### config.mk
export PLATFORM = sky130hd
export DESIGN_NAME = data_packet_assembler_flat
export DESIGN_NICKNAME = d
export VERILOG_FILES = /design/src/rtl/data_packet_assembler_pkg.sv /design/src/rtl/data_packet_assembler_if.sv /design/src/rtl/data_packet_assembler_sync_detector.sv /design/src/rtl/data_packet_assembler.sv /design/src/flat_wrapper.sv
export SDC_FILE = /design/constraint.sdc
export NUM_CORES = 1
export LEC_CHECK = 0
export ABC_CLOCK_PERIOD_IN_PS = 2280
export CAP_MARGIN = 30
export CORE_ASPECT_RATIO = 0.6
export CORE_UTILIZATION = 49
export DETAILED_ROUTE_END_ITERATION = 10
export GPL_TIMING_DRIVEN = 0
export PLACE_DENSITY_LB_ADDON = 0.2
export SLEW_MARGIN = 20
export SYNTH_ARGS = -nofsm -noshare
export SYNTH_HDL_FRONTEND = slang
export SYNTH_SLANG_ARGS = --single-unit
### constraint.sdc
create_clock -name clk -period 2.28 [get_ports clk]
set_clock_uncertainty 0.1 [all_clocks]
set_input_delay 0.456 -clock clk [delete_from_list [all_inputs] [get_ports clk]]
set_output_delay 0.456 -clock clk [all_outputs]
set_load 0.01 [all_outputs]
### src/rtl/data_packet_assembler_pkg.sv
// Shared definitions for the serial packet receive path: field layout, FSM states
// and the DATA PID values also used by the downstream setup stage.
package data_packet_assembler_pkg;

    localparam int PID_W  = 8;
    localparam int DATA_W = 64;
    localparam int CRC_W  = 16;
    localparam int PKT_W  = 89;
    localparam int ASM_W  = PID_W + DATA_W + CRC_W;
    localparam int CNT_W  = 7;

    localparam int PID_MSB  = 87;
    localparam int PID_LSB  = 80;
    localparam int DATA_MSB = 79;
    localparam int DATA_LSB = 16;

    localparam logic [7:0] SYNC_DEFAULT = 8'b0000_0001;

    localparam logic [7:0] PID_DATA0 = 8'hC3;
    localparam logic [7:0] PID_DATA1 = 8'h4B;
    localparam logic [7:0] PID_DATA2 = 8'h87;
    localparam logic [7:0] PID_MDATA = 8'h0F;

    // Last bit_cnt value of each field, and of the tolerated trailing bits after CRC
    localparam logic [CNT_W-1:0] PID_LAST      = 7'd7;
    localparam logic [CNT_W-1:0] DATA_LAST     = 7'd63;
    localparam logic [CNT_W-1:0] CRC_LAST      = 7'd15;
    localparam logic [CNT_W-1:0] OVERLONG_LAST = 7'd31;

    typedef enum logic [2:0] {
        HUNT,
        PID,
        DATA,
        CRC,
        WAIT_EOP
    } state_t;

    function automatic logic pid_malformed(input logic [7:0] pid);
        return pid[7:4] != ~pid[3:0];
    endfunction

endpackage

### src/rtl/data_packet_assembler_if.sv
// Serial receive inputs and assembled-packet outputs of the packet assembler.
interface data_packet_assembler_if;
    import data_packet_assembler_pkg::*;

    logic             rx_bit;
    logic             rx_valid;
    logic             rx_eop;
    logic [PKT_W-1:0] packet;
    logic             packet_valid;
    logic             pid_error;
    logic             frame_error;
    logic             busy;

    modport master (
        output rx_bit, rx_valid, rx_eop,
        input  packet, packet_valid, pid_error, frame_error, busy
    );

    modport slave (
        input  rx_bit, rx_valid, rx_eop,
        output packet, packet_valid, pid_error, frame_error, busy
    );

endinterface

### src/rtl/data_packet_assembler_sync_detector.sv
// Bit-history shift register that flags the cycle in which the sync byte completes.
module data_packet_assembler_sync_detector
    import data_packet_assembler_pkg::*;
#(
    parameter logic [7:0] PATTERN = SYNC_DEFAULT
) (
    input  logic clk,
    input  logic reset,
    input  logic shift,
    input  logic clear,
    input  logic bit_in,
    output logic sync_hit
);

    // Only the 7 most recent bits are stored; the incoming bit completes the window
    logic [6:0] history;
    logic [7:0] window;

    assign window   = {bit_in, history};
    assign sync_hit = shift && (window == PATTERN);

    always_ff @(posedge clk) begin
        if (reset || clear) begin
            history <= '0;
        end else if (shift) begin
            history <= window[7:1];
        end
    end

endmodule

### src/rtl/data_packet_assembler.sv
// Serial-to-parallel packet receiver: hunts for sync, shifts in PID/payload/CRC and
// presents one 89-bit packet word with a single-cycle strobe.
module data_packet_assembler
    import data_packet_assembler_pkg::*;
#(
    parameter logic [7:0] SYNC_PATTERN = SYNC_DEFAULT
) (
    input logic                    clk,
    input logic                    reset,
    data_packet_assembler_if.slave bus
);

    state_t           state, state_next;
    logic [CNT_W-1:0] bit_cnt, cnt_next;
    logic [ASM_W-2:0] asm_reg, asm_next;
    logic [ASM_W-1:0] asm_shift;
    logic             load, abort, sync_hit;

    logic [PKT_W-1:0] packet_reg;
    logic             packet_valid_reg, pid_error_reg, frame_error_reg;

    // The final bit completes the word combinationally, so the store needs one bit less
    assign asm_shift = {asm_reg, bus.rx_bit};

    data_packet_assembler_sync_detector #(.PATTERN(SYNC_PATTERN)) u_sync (
        .clk      (clk),
        .reset    (reset),
        .shift    ((state == HUNT) && bus.rx_valid),
        .clear    (state != HUNT),
        .bit_in   (bus.rx_bit),
        .sync_hit (sync_hit)
    );

    always_comb begin
        state_next = state;
        cnt_next   = bit_cnt;
        asm_next   = asm_reg;
        load       = 1'b0;
        abort      = 1'b0;
        case (state)
            HUNT: begin
                if (sync_hit) begin
                    state_next = PID;
                    cnt_next   = '0;
                end
            end
            PID, DATA: begin
                if (bus.rx_eop) begin
                    abort      = 1'b1;
                    state_next = HUNT;
                    cnt_next   = '0;
                end else if (bus.rx_valid) begin
                    asm_next = asm_shift[ASM_W-2:0];
                    if (bit_cnt == ((state == PID) ? PID_LAST : DATA_LAST)) begin
                        state_next = (state == PID) ? DATA : CRC;
                        cnt_next   = '0;
                    end else begin
                        cnt_next = bit_cnt + 7'd1;
                    end
                end
            end
            // An EOP alongside the final CRC bit is a legal exact-length packet
            CRC: begin
                if (bus.rx_valid && (bit_cnt == CRC_LAST)) begin
                    load       = 1'b1;
                    asm_next   = asm_shift[ASM_W-2:0];
                    state_next = bus.rx_eop ? HUNT : WAIT_EOP;
                    cnt_next   = '0;
                end else if (bus.rx_eop) begin
                    abort      = 1'b1;
                    state_next = HUNT;
                    cnt_next   = '0;
                end else if (bus.rx_valid) begin
                    asm_next = asm_shift[ASM_W-2:0];
                    cnt_next = bit_cnt + 7'd1;
                end
            end
            WAIT_EOP: begin
                if (bus.rx_eop) begin
                    state_next = HUNT;
                    cnt_next   = '0;
                end else if (bus.rx_valid) begin
                    if (bit_cnt == OVERLONG_LAST) begin
                        abort      = 1'b1;
                        state_next = HUNT;
                        cnt_next   = '0;
                    end else begin
                        cnt_next = bit_cnt + 7'd1;
                    end
                end
            end
            default: begin
                state_next = HUNT;
                cnt_next   = '0;
            end
        endcase
    end

    always_ff @(posedge clk) begin
        if (reset) begin
            state            <= HUNT;
            bit_cnt          <= '0;
            asm_reg          <= '0;
            packet_reg       <= '0;
            packet_valid_reg <= 1'b0;
            pid_error_reg    <= 1'b0;
            frame_error_reg  <= 1'b0;
        end else begin
            state            <= state_next;
            bit_cnt          <= cnt_next;
            asm_reg          <= asm_next;
            packet_valid_reg <= load;
            pid_error_reg    <= load && pid_malformed(asm_shift[PID_MSB:PID_LSB]);
            frame_error_reg  <= abort;
            if (load) begin
                packet_reg <= {1'b0, asm_shift};
            end
        end
    end

    assign bus.packet       = packet_reg;
    assign bus.packet_valid = packet_valid_reg;
    assign bus.pid_error    = pid_error_reg;
    assign bus.frame_error  = frame_error_reg;
    assign bus.busy         = (state != HUNT);

endmodule

### src/flat_wrapper.sv
// flat-port wrapper written by rule: the top's interface ports become plain ports
module data_packet_assembler_flat import data_packet_assembler_pkg::*;
#(
    parameter logic [7:0] SYNC_PATTERN = SYNC_DEFAULT
)
  (clk, reset, bus_rx_bit, bus_rx_valid, bus_rx_eop, bus_packet, bus_packet_valid, bus_pid_error, bus_frame_error, bus_busy);
  data_packet_assembler_if bus_i ();
  input logic clk;
  input logic reset;
  input wire logic [$bits(bus_i.rx_bit)-1:0] bus_rx_bit;
  input wire logic [$bits(bus_i.rx_valid)-1:0] bus_rx_valid;
  input wire logic [$bits(bus_i.rx_eop)-1:0] bus_rx_eop;
  output wire logic [$bits(bus_i.packet)-1:0] bus_packet;
  output wire logic [$bits(bus_i.packet_valid)-1:0] bus_packet_valid;
  output wire logic [$bits(bus_i.pid_error)-1:0] bus_pid_error;
  output wire logic [$bits(bus_i.frame_error)-1:0] bus_frame_error;
  output wire logic [$bits(bus_i.busy)-1:0] bus_busy;
  assign bus_i.rx_bit = bus_rx_bit;
  assign bus_i.rx_valid = bus_rx_valid;
  assign bus_i.rx_eop = bus_rx_eop;
  assign bus_packet = bus_i.packet;
  assign bus_packet_valid = bus_i.packet_valid;
  assign bus_pid_error = bus_i.pid_error;
  assign bus_frame_error = bus_i.frame_error;
  assign bus_busy = bus_i.busy;
  data_packet_assembler #(.SYNC_PATTERN(SYNC_PATTERN)) u_core (.clk(clk), .reset(reset), .bus(bus_i));
endmodule
Word-level counts from Yosys, hierarchy flattened
Index checks and enable logic that the tools add are counted.
Word-level totals
  word-level logic and storage cells: 73
  input bits: 5
  bits in writable memories: 0
  output and inout bits: 93
  latch bits: 0
  bits in registers: 195
  memories kept: 0
  memory bits (read-only): 0
Operators by class
  mux-type cells: 36
  order comparisons: 0
  divide/modulo/power cells: 0
  bitwise logic cells: 1
  shift operators: 0
  equal/unequal tests: 16
  reductions and logical operators: 11
  multiply operators: 0
  add/sub/neg operators: 1
Operators with widths (count)
  2-to-1 mux 87 bit: 3
  one-hot mux 87 bit (2 select lines): 1
  2-to-1 mux 7 bit: 10
  2-to-1 mux 3 bit: 10
  one-hot mux 7 bit (4 select lines): 1
  one-hot mux 3 bit (4 select lines): 1
  != test 3 x 2 -> 1 bit, second input constant: 3
  equality test 8 x 1 -> 1 bit, second input constant: 1
  2-to-1 mux 1 bit: 8
  adder 7 x 1 -> 7 bit, second input constant: 1
  equality test 7 x 4 -> 1 bit, second input constant: 1
  equality test 7 x 5 -> 1 bit, second input constant: 1
  equality test 7 bit: 1
  equality test 3 x 2 -> 1 bit, second input constant: 2
  2-to-1 mux 6 bit: 1
  != test 3 bit, second input constant: 2
  AND reduction 6 bit: 1
  logical AND 1 bit: 4
  != test 4 x 3 -> 1 bit, second input constant: 1
  != test 4 bit: 1
  NOT 4 bit: 1
  AND reduction 4 bit: 1
  equality test 3 x 1 -> 1 bit, second input constant: 1
  equality test 3 bit, second input constant: 1
  other kinds (7): 7

Logic depth before layout (Yosys ltp)
  depth in word-level cells: 7
  mapped depth: 9

Hierarchy
Synthesis repeated with hierarchy kept, for this count alone.
Second synthesis, totals
  cells, all modules: 802
  area total of the unflattened synthesis: 7229.4 um2
Modules (own cells, without submodules)
  data_packet_assembler: instances 1, seq. area each 3763.6 um2, cells an instance 774, area an instance 6952.9 um2
  data_packet_assembler_sync_detector: instances 1, seq. area each 140.1 um2, cells an instance 28, area an instance 276.5 um2

Worst setup path before layout
Ideal clock, no wire load.
  kind: in2reg
  from: input bus_rx_bit
  to: register u_core.state[0]
  arrival time: 1.990 ns
  required time: 2.059 ns
  cell stages on the path: 5
  path buffers: 0
  setup time: 0.121 ns
  path slack: 0.069 ns
  cells stage by stage: or3b_2 > o41ai_4 > o21ai_2 > nor3_4 > mux2_4
On the way
  word-level cells in the longest chain between the ends: 4
Ends and longest elaborated chain
  from (decl): line flat_wrapper.sv:10  | input wire logic [$bits(bus_i.rx_bit)-1:0] bus_rx_bit;
  equality test 8 x 1 -> 1 bit: line data_packet_assembler_sync_detector.sv:20  | assign sync_hit = shift && (window == PATTERN);
  logical AND 1 bit: line data_packet_assembler_sync_detector.sv:20
  != test 2 x 1 -> 1 bit (no source line)
  AND reduction 6 bit (no source line)
  to (signal assigned): line data_packet_assembler.sv:109  | state <= state_next;
  to (decl): line data_packet_assembler.sv:13  | state_t state, state_next;
Every way passes these cells.
A chain may end at the register's enable or synchronous reset.

Worst setup path in the final report
  from: register u_core.bit_cnt[0]
  to: register u_core.state[0]
On the way
  word-level cells in the longest chain between the ends: 4
  elaborated cells between the ends (all ways): 10
  classes of those cells: 6 x eq/ne; 2 x mux; 2 x reduce/logical
Ends and longest elaborated chain
  from (decl): line data_packet_assembler.sv:14  | logic [CNT_W-1:0] bit_cnt, cnt_next;
  from (signal assigned): line data_packet_assembler.sv:110  | bit_cnt <= cnt_next;
  equality test 7 x 4 -> 1 bit: line data_packet_assembler.sv:64  | if (bus.rx_valid && (bit_cnt == CRC_LAST)) begin
  logical AND 1 bit: line data_packet_assembler.sv:64
  != test 3 x 2 -> 1 bit (no source line) / 2-to-1 mux 3 bit (equally long branches)
  AND reduction 6 bit (no source line) / one-hot mux 3 bit (4 select lines) (equally long branches)
Several ways; a longest one is shown, not always the timed one.

==> impl_metrics.ini <==
[floorplan]
die_w_um = 159
core_area_sq_um = 14000
initial_core_util = 0.515
pin_count = 98
num_rows = 33
die_h_um = 95.9
die_area_sq_um = 15200

[critical_path]
worstSetupStartpointType = flip-flop
critPathCaptureType = flip-flop
ff2ff_path_depth = 6
rrSetupSlack_ps = 30
rr_endpoint = u_core.state[0]$_SDFFE_PP0P_
critPathMaxFanout = 5
path_class = reg -> reg
cp.required_ps = 2500
r2r-start = u_core.bit_cnt[0]$_SDFFE_PP0P_
crit_arrival_ps = 2470

[final_layout]
nNetsFinal = 921
fillers = 1164
final_cell_mix = 272 x nand2_1, 191 x dfxtp_1, 95 x mux2i_1, 92 x clkdlybuf4s50_1, 91 x a21oi_1
largest_reg_flops = 88
layout-drive-gt1-share = 0.0851
seqCellArea_sq_um = 3910
num_antenna_cells = 0
mostFrequentLayoutCell = nand2_1
area_growth_pct = 26.9
fin_area_sq_um = 9140
multi_input_area_sq_um = 3130

[clock_tree]
cts_made_buffers = 17
tritoncts = built
clockBufferDepth = 2
path_clk_slew_ps = 70
clock_latency_ps = 430
clkSinkCount = 195
cts.htree.levels = 4
root_buffer = clkbuf_16

[min_path]
holdCritPathClass = reg -> reg
min_from = u_core.asm_reg[6]$_SDFFE_PP0P_
hold_depth = 2
min_to = u_core.bus.packet[7]$_SDFFE_PP0P_

[power_and_ir_drop]
max-vdd-ir-drop_uv = 399
finalPower_mw = 6.83
cellPowerDensity_nw_per_um2 = 747
p_leak_nw = 3.01

[route]
detail_route.vias_per_cell = 5.11
dr.pass1.iters = 6
drc = 0
vias = 5720
avgRoutedWirePerCell_um = 14.5
postRouteAntennaNets = 0
routed_wirelength_um = 16300
drtIter0Drc = 315

[placement]
gp_congestion = 0.868
place_area_sq_um = 8400
io_buffers = 95
hpwlAfterDp_um = 11000

[timing]
rsz0062_at_grt = false
finalCritPeriodShare = 0.987
period_minus_slack_ps = 2250
slew_viol_final = 0
slew_headroom = 0.616
hold_viol_final = 0
final-setup-viol-count = 0
holdWs_ps = 349
tightestPinTransition_ps = 576
setup_tns_ps = 0
clock.fmax_mhz = 444

[yosys]
syn-num-nets = 805
syn_area_sq_um = 7200
ys.flop_type = dfxtp_1
synth_cell_types = 50
synth.avg_cell_area_sq_um = 9.02
yosysSeqAreaShare = 0.542
async_flop_share = 0
ys_seq_elements = 195
yosysWarnings = 0
synthCells = 799
synth-edff-count = 0

[global_route]
grt_pass1_wl_um = 26300
grt_max_degree = 19
grt_usage = 0.224
grt_antenna_before_repair = 0
grt-ovfl-total = 0
grt_pass1_vias = 5331

[status]
status = finished clean

[job]
cap_violations = 0
-- worst max path at each step --
stage / depth (start not counted) / from / slack [ps] / end
6_report: 6 / u_core.bit_cnt[0]$_SDFFE_PP0P_ / 30 / u_core.state[0]$_SDFFE_PP0P_
5_1_grt: 7 / u_core.bit_cnt[6]$_SDFFE_PP0P_ / 3 / u_core.asm_reg[63]$_SDFFE_PP0P_
4_1_cts: 6 / u_core.bit_cnt[4]$_SDFFE_PP0P_ / 3 / u_core.state[0]$_SDFFE_PP0P_
3_5_place_dp: 8 / bus_rx_valid / -890 / u_core.asm_reg[39]$_SDFFE_PP0P_
3_3_place_gp: 8 / bus_rx_valid / -900 / u_core.asm_reg[70]$_SDFFE_PP0P_
2_1_floorplan: 5 / bus_rx_bit / 70 / u_core.state[0]$_SDFFE_PP0P_
-- per-stage QoR --
step,utilization,setup WS (ps),std cells
final,0.653,28.9,1120
after global routing,0.653,2.58,1120
after CTS,0.649,3.08,1121
after detailed placement,0.600,-889,1086
after global placement,0.600,-898,1086
after floorplan,-,68.5,799
-- cell usage after synthesis, drive strengths merged, types with 2 or more instances --
master	number	area (sq um)
o2111ai	2	17.5
a21oi	92	460
xor2	3	26.3
dfxtp	195	3900
xnor2	5	43.8
clkbuf	40	150
buf	16	97.6
o21a	2	15.0
o21ai	3	18.8
or3b	3	26.3
inv	4	15.0
and3b	2	17.5
nor2	13	48.8
and2	2	12.5
nand3	6	30.0
or4	3	26.3
o211ai	5	37.5
a31oi	2	12.5
mux2i	95	951
nor2b	2	12.5
nor3	8	51.3
nand2	273	1020
and3	3	18.8
-- cell families (layout without fill, tap and decap cells) --
group                      count (synthesis)  after routing  share of synthesized area
AOI/OAI and AO/OA                        115            115                     0.0907
xor gates and xnor gates                   8              8                    0.00973
adders and majority gates                  1              1                    0.00174
buffers and inverters                     60            189                     0.0365
DFF                                      195            195                      0.542
muxes                                     96             96                      0.134
other                                      1              1                   0.000521
and+or+nand+nor                          323            323                      0.185
-- power by group --
| group | switching, mW | total [mW] | internal, mW |
|---|---|---|---|
| Clock | 1.36 | 2.82 | 1.46 |
| Combinational | 0.335 | 0.578 | 0.243 |
| Sequential | 0.00905 | 3.43 | 3.42 |
| Total | 1.70 | 6.83 | 5.12 |
-- area by class of cell --
cell class / count / area share
plain buffers: 54 / 0.0333
inverters: 4 / 0.00164
clock inverters: 13 / 0.0126
clock buffers: 19 / 0.0485
repair buffers: 99 / 0.107
well taps: 192 / 0.0263
flip-flops and latches: 195 / 0.428
multi-input cells: 544 / 0.343
-- routing by layer --
metal | up-vias | wire, um | GRT usage | part of all wire
met5 | - | 0 | 0 | 0
met4 | 0 | 216 | 0.0681 | 0.013
met3 | 20 | 723 | 0.0491 | 0.044
met2 | 142 | 6920 | 0.333 | 0.43
met1 | 2658 | 8420 | 0.324 | 0.52
li1 | 2900 | - | - | -
-- critical path, stage by stage (launching register included) --
cell	delay [ps]
dfxtp_2	380
ha_4	200
nand2_1	80
or4_1	540
and3_2	280
nor3_4	250
mux2_4	310
-- what timing repair did --
item                                    in CTS  in global routing
endpoints found under the setup margin     183                152
setup buffers                                4                  0
hold buffers                                 0                  0
pin swaps                                    4                  2
resized for setup                           33                 15
endpoints found under the hold margin        0                  0
Power figures use the tool's default switching activity.
